==> src/rtl/key_debounce.sv <==
// key_debounce
// Multi-key push-button conditioner. Each raw active-low key pin is passed
// through a two-flop synchroniser, inverted to a "pressed" level, and then
// debounced by its own four-state machine. The block produces a clean
// debounced level plus one-cycle press, release and long-press pulses.
//
// Ports:
//   clk50m      in   1        system clock
//   rst         in   1        synchronous reset, active-high
//   key_n       in   KEY_NUM  raw key pins, asynchronous, 0 = pressed
//   key_state   out  KEY_NUM  debounced level, 1 = pressed
//   key_press   out  KEY_NUM  one-cycle pulse on accepted press
//   key_release out  KEY_NUM  one-cycle pulse on accepted release
//   key_long    out  KEY_NUM  one-cycle pulse after LONG_CYC cycles held
//   dbg_state   out  2*KEY_NUM  per-key FSM state, key i at [2*i +: 2]
//                             (0 IDLE, 1 PRESS_FILT, 2 DOWN, 3 REL_FILT)
//
// Handshake: none. Inputs are free-running levels; every output is a
// registered level or a registered single-cycle pulse, valid every cycle.
module key_debounce #(
  parameter int KEY_NUM      = 4,
  parameter int DEBOUNCE_CYC = 1_000_000,
  parameter int LONG_CYC     = 50_000_000
) (
  input  logic                   clk50m,
  input  logic                   rst,
  input  logic [KEY_NUM-1:0]     key_n,
  output logic [KEY_NUM-1:0]     key_state,
  output logic [KEY_NUM-1:0]     key_press,
  output logic [KEY_NUM-1:0]     key_release,
  output logic [KEY_NUM-1:0]     key_long,
  output logic [2*KEY_NUM-1:0]   dbg_state
);

  localparam int CW = (DEBOUNCE_CYC > 1) ? $clog2(DEBOUNCE_CYC) : 1;
  localparam int LW = $clog2(LONG_CYC + 1);
  localparam logic [CW-1:0] CNT_LAST = CW'(DEBOUNCE_CYC - 1);
  localparam logic [LW-1:0] LCNT_MAX = LW'(LONG_CYC);
  localparam logic [LW-1:0] LCNT_PRE = LW'(LONG_CYC - 1);

  typedef enum logic [1:0] {
    ST_IDLE       = 2'd0,
    ST_PRESS_FILT = 2'd1,
    ST_DOWN       = 2'd2,
    ST_REL_FILT   = 2'd3
  } state_t;

  // Synchroniser resets to all-ones so a reset looks like "all released";
  // a key still held after reset is then seen as a fresh press.
  logic [KEY_NUM-1:0] r_sync1;
  logic [KEY_NUM-1:0] r_sync2;
  logic [KEY_NUM-1:0] w_pressed;

  always_ff @(posedge clk50m) begin
    if (rst) begin
      r_sync1 <= '1;
      r_sync2 <= '1;
    end else begin
      r_sync1 <= key_n;
      r_sync2 <= r_sync1;
    end
  end

  assign w_pressed = ~r_sync2;

  for (genvar gi = 0; gi < KEY_NUM; gi++) begin : g_key
    state_t          r_fsm;
    state_t          w_fsm_nxt;
    logic [CW-1:0]   r_cnt;
    logic [CW-1:0]   w_cnt_nxt;
    logic [LW-1:0]   r_lcnt;
    logic [LW-1:0]   w_lcnt_nxt;
    logic            r_lvl;
    logic            w_lvl_nxt;
    logic            r_press;
    logic            w_press_nxt;
    logic            r_rel;
    logic            w_rel_nxt;
    logic            r_long;
    logic            w_long_nxt;

    always_ff @(posedge clk50m) begin
      if (rst) begin
        r_fsm   <= ST_IDLE;
        r_cnt   <= '0;
        r_lcnt  <= '0;
        r_lvl   <= 1'b0;
        r_press <= 1'b0;
        r_rel   <= 1'b0;
        r_long  <= 1'b0;
      end else begin
        r_fsm   <= w_fsm_nxt;
        r_cnt   <= w_cnt_nxt;
        r_lcnt  <= w_lcnt_nxt;
        r_lvl   <= w_lvl_nxt;
        r_press <= w_press_nxt;
        r_rel   <= w_rel_nxt;
        r_long  <= w_long_nxt;
      end
    end

    always_comb begin
      w_fsm_nxt   = r_fsm;
      w_cnt_nxt   = r_cnt;
      w_lcnt_nxt  = r_lcnt;
      w_lvl_nxt   = r_lvl;
      w_press_nxt = 1'b0;
      w_rel_nxt   = 1'b0;
      w_long_nxt  = 1'b0;

      // Hold time keeps accumulating through a release filter so a bounce
      // while held does not restart the long-press timer. Saturation makes
      // the long pulse fire at most once per press.
      if (r_fsm == ST_DOWN || r_fsm == ST_REL_FILT) begin
        if (r_lcnt != LCNT_MAX) begin
          w_lcnt_nxt = r_lcnt + LW'(1);
        end
        w_long_nxt = (r_lcnt == LCNT_PRE);
      end

      case (r_fsm)
        ST_IDLE: begin
          if (w_pressed[gi]) begin
            w_fsm_nxt = ST_PRESS_FILT;
            w_cnt_nxt = '0;
          end
        end
        ST_PRESS_FILT: begin
          if (!w_pressed[gi]) begin
            w_fsm_nxt = ST_IDLE;
          end else if (r_cnt == CNT_LAST) begin
            w_fsm_nxt   = ST_DOWN;
            w_press_nxt = 1'b1;
            w_lvl_nxt   = 1'b1;
            w_lcnt_nxt  = '0;
          end else begin
            w_cnt_nxt = r_cnt + CW'(1);
          end
        end
        ST_DOWN: begin
          if (!w_pressed[gi]) begin
            w_fsm_nxt = ST_REL_FILT;
            w_cnt_nxt = '0;
          end
        end
        ST_REL_FILT: begin
          if (w_pressed[gi]) begin
            w_fsm_nxt = ST_DOWN;
          end else if (r_cnt == CNT_LAST) begin
            w_fsm_nxt = ST_IDLE;
            w_rel_nxt = 1'b1;
            w_lvl_nxt = 1'b0;
          end else begin
            w_cnt_nxt = r_cnt + CW'(1);
          end
        end
        default: begin
          w_fsm_nxt = ST_IDLE;
        end
      endcase
    end

    assign key_state[gi]           = r_lvl;
    assign key_press[gi]           = r_press;
    assign key_release[gi]         = r_rel;
    assign key_long[gi]            = r_long;
    assign dbg_state[2*gi +: 2]    = r_fsm;
  end

endmodule

==> config.mk <==
export PLATFORM = sky130hd
export DESIGN_NAME = key_debounce
export DESIGN_NICKNAME = d
export VERILOG_FILES = /design/src/rtl/key_debounce.sv
export SDC_FILE = /design/constraint.sdc
export NUM_CORES = 1
export LEC_CHECK = 0
export CORE_MARGIN = 4
export CORE_UTILIZATION = 64
export CTS_CLUSTER_SIZE = 14
export DETAILED_ROUTE_END_ITERATION = 8
export DONT_BUFFER_PORTS = 1
export PLACE_DENSITY = 0.87
export SETUP_SLACK_MARGIN = 0.3
export SYNTH_ARGS = -nofsm -noshare
export SYNTH_HDL_FRONTEND = slang
export SYNTH_SLANG_ARGS = --single-unit
==> constraint.sdc <==
create_clock -name clk50m -period 2.5 [get_ports clk50m]
set_input_delay 0.5 -clock clk50m [delete_from_list [all_inputs] [get_ports clk50m]]
set_output_delay 0.5 -clock clk50m [all_outputs]
set_load 0.02 [all_outputs]
==> metrics.txt <==
f_max=471.0 MHz; NumNets Final=1240; top cell type's share of synthesized area=0.4127; Syn Nets=1242; CTS tree=done; row count=46; Synth Register Bits=216; synthesis-to-layout area growth=10.40%; Worst setup SP type=flop; die area=0.01848 mm2; gr usage total=0.2357; # Max-Cap Violations=0; WHS=0.07428 ns; first-pass GRT wire length=37490 um; VDD IR max=472.5 uV; Final Hold Fails=0; PwrDens=623.2 mW/mm2; status=complete, no violations; Avg Cell Area, Syn=8.561 um2; kind of critical path=flop to flop; RSZ-0062 raised after global routing=false; Setup TNS=0 ns; DRC violations left=0; final setup violation count=0; busiest grt layer=met2; Worst Tran Pin Value=0.6891 ns; CP arrival=2.51 ns; Crit Path Max Fanout=8; Die Span Y=136.0 um; worst-skew pair later-pin latency=0.50 ns; Lkg Pwr=3.786 nW; Clock Skew=0.007869 ns; met3 track demand over resource=0.03738; Post-synth EDFFs=0; Antenna Violating Nets Remaining=0; pins over their slew limit=0; GRT overflow=0; endpoint class of the critical path=flop; Sink Count=216; Reg clk slew, reported paths=0.06 ns; relative slew slack=0.5375; final HPWL from detailed placement=14580 um; number of fill cells=1176; ys async rst share=0; cts bufs inserted=23; worst hold path class=primary input to flop; M2 GR Usage=0.4029; fin crit share=0.8493; largest net degree at the start of global routing=44; vias in the first global route=8432; top cells by area, synth=dfxtp_1 41%, nor2_1 5.3%, xor2_1 5.2%; Distinct cells, synth=68; clock buffer depth=3; Post-Syn Instances=1224; YS warnings=0; PortBufs=0; Tmin final=2.123 ns; most common cell in the synthesized netlist=dfxtp_1; antenna violations before repair=0; share of layout cells above drive strength 1=0.09628; core area=0.01594 mm2; top_reg_cell synth=dfxtp_1; Synth Cell Area=0.01048 mm2; width of the die=136.0 um; sequential share of the synthesized area=0.4127; drt initial violations=490; 1st-pass router iterations=7; Via density=6.155; most common library cells after synthesis=216 x dfxtp_1, 148 x nor2_1, 76 x nand2_1; Ports=30; Inserted Diodes=0; final WL=22130 um; maximum level of the CTS H-tree=1; initial cell density of the core=0.6573; pre-CTS WS=0.2888 ns; mean routed wirelength per cell=15.24 um; RePlAce Congestion=0.8856; clock root buffer=clkbuf_16; PnR worst setup slack=0.3768 ns; critical path required time=2.89 ns; routed vias=8937; GR Layer Usage met1=0.3059; hold_buf cts=0; leading area contributor after synthesis=dfxtp_1
[cells by family after synthesis]
group           count (synthesis)  synth area share
compound gates                184            0.1134
xor+xnor                      112           0.09361
fa+ha+maj                      12           0.01433
buf+inv                       103           0.04740
flops                         216            0.4127
mux                            11           0.01063
simple gates                  586            0.3079
[what timing repair did]
action	4_1_cts	5_1_grt
setup endpoints to repair	9	108
gates resized for setup	1	14
buffers inserted	0	9
pin swaps	0	6
[flip-flops by register name, summed over array words and instances (netlist names), named ones only]
register	count
g_key.r_lcnt	104
g_key.r_cnt	80
g_key.r_fsm	4
g_key.r_long	4
g_key.r_lvl	4
g_key.r_press	4
g_key.r_rel	4
r_sync1	4
r_sync2	4
[critical path, cell delays in order (launching register included)]
cell     delay (ns)
dfxtp_1        0.35
nor4b_2        0.30
or4b_1         0.54
o41ai_4        0.33
buf_4          0.22
mux2i_1        0.21
nor2_1         0.05
[per-stage QoR]
| stage | power, mW | cells | utilization | area [um2] |
|---|---|---|---|---|
| final | 7.210 | 1452 | 0.7256 | 11570 |
| after global routing | 7.431 | 1452 | 0.7256 | 11570 |
| after CTS | 7.258 | 1443 | 0.7169 | 11430 |
| after detailed placement | 3.699 | 1404 | 0.6661 | 10620 |
| after global placement | 3.696 | 1404 | 0.6661 | 10620 |
| after floorplan | 3.676 | 1224 | - | 10480 |
[layout by cell type (no fill, tap or decap), types with 4 or more instances in the layout]
| master | Yosys | routed |
|---|---|---|
| clkbuf_16 | 0 | 23 |
| a31oi_1 | 5 | 5 |
| nor4b_1 | 10 | 10 |
| mux2i_1 | 10 | 10 |
| o21ai_1 | 6 | 5 |
| buf_4 | 17 | 38 |
| or4_1 | 35 | 33 |
| or3_1 | 30 | 30 |
| nand2_1 | 76 | 76 |
| and2_1 | 11 | 11 |
| o211ai_1 | 11 | 11 |
| clkbuf_8 | 2 | 6 |
| or2_2 | 13 | 13 |
| a22oi_1 | 6 | 6 |
| nor2b_1 | 4 | 4 |
| nor3b_1 | 7 | 6 |
| xnor2_1 | 50 | 50 |
| a21oi_1 | 64 | 64 |
| nor2_1 | 148 | 148 |
| bufinv_16 | 0 | 4 |
| o21a_1 | 5 | 5 |
| nand4_1 | 50 | 50 |
| nor4bb_1 | 7 | 7 |
| dfxtp_1 | 216 | 215 |
| and3_1 | 21 | 21 |
| nor3_1 | 33 | 32 |
| o31ai_1 | 28 | 28 |
| ha_1 | 12 | 12 |
| nand4b_1 | 6 | 6 |
| nor4_1 | 34 | 34 |
| inv_1 | 36 | 36 |
| xor2_1 | 62 | 62 |
| and4_1 | 13 | 13 |
| nand3_1 | 67 | 67 |
| o21ai_0 | 31 | 31 |
[report_power, final]
group	switching (mW)	internal [mW]	total [mW]
Combinational	0.0937	0.0442	0.138
Sequential	0.0298	3.46	3.49
Clock	1.32	2.26	3.58
[final timing paths]
check / startpoint / depth (start not counted) / slack (ns) / end
worst min-delay path: rst / 1 / 0.07 / g_key[1].r_press
worst max register to register: g_key[2].r_lcnt[18] / 6 / 0.38 / g_key[2].r_lcnt[1]
worst min register to register: r_sync1[2] / 1 / 0.41 / r_sync2[2]
worst max-delay path: g_key[2].r_lcnt[18] / 6 / 0.38 / g_key[2].r_lcnt[1]
[metal layers]
metal,part of all wire,wire (um),up-vias
li1,-,-,4430
met1,0.44,9786,4254
met2,0.49,10740,204
met3,0.047,1034,49
met4,0.026,571,0
met5,0,0,-
[area by class of cell]
cell class              count  area, um2  area share
repair buffers             40      307.8     0.02661
multi-input cells         905       5722      0.4946
inverters                  36      135.1     0.01168
well taps                 216      270.3     0.02336
clock inverters             8      142.6     0.01233
flip-flops and latches    216       4325      0.3739
clock buffers              31      665.6     0.05754
Note: power is estimated with default switching activity, not from simulation.
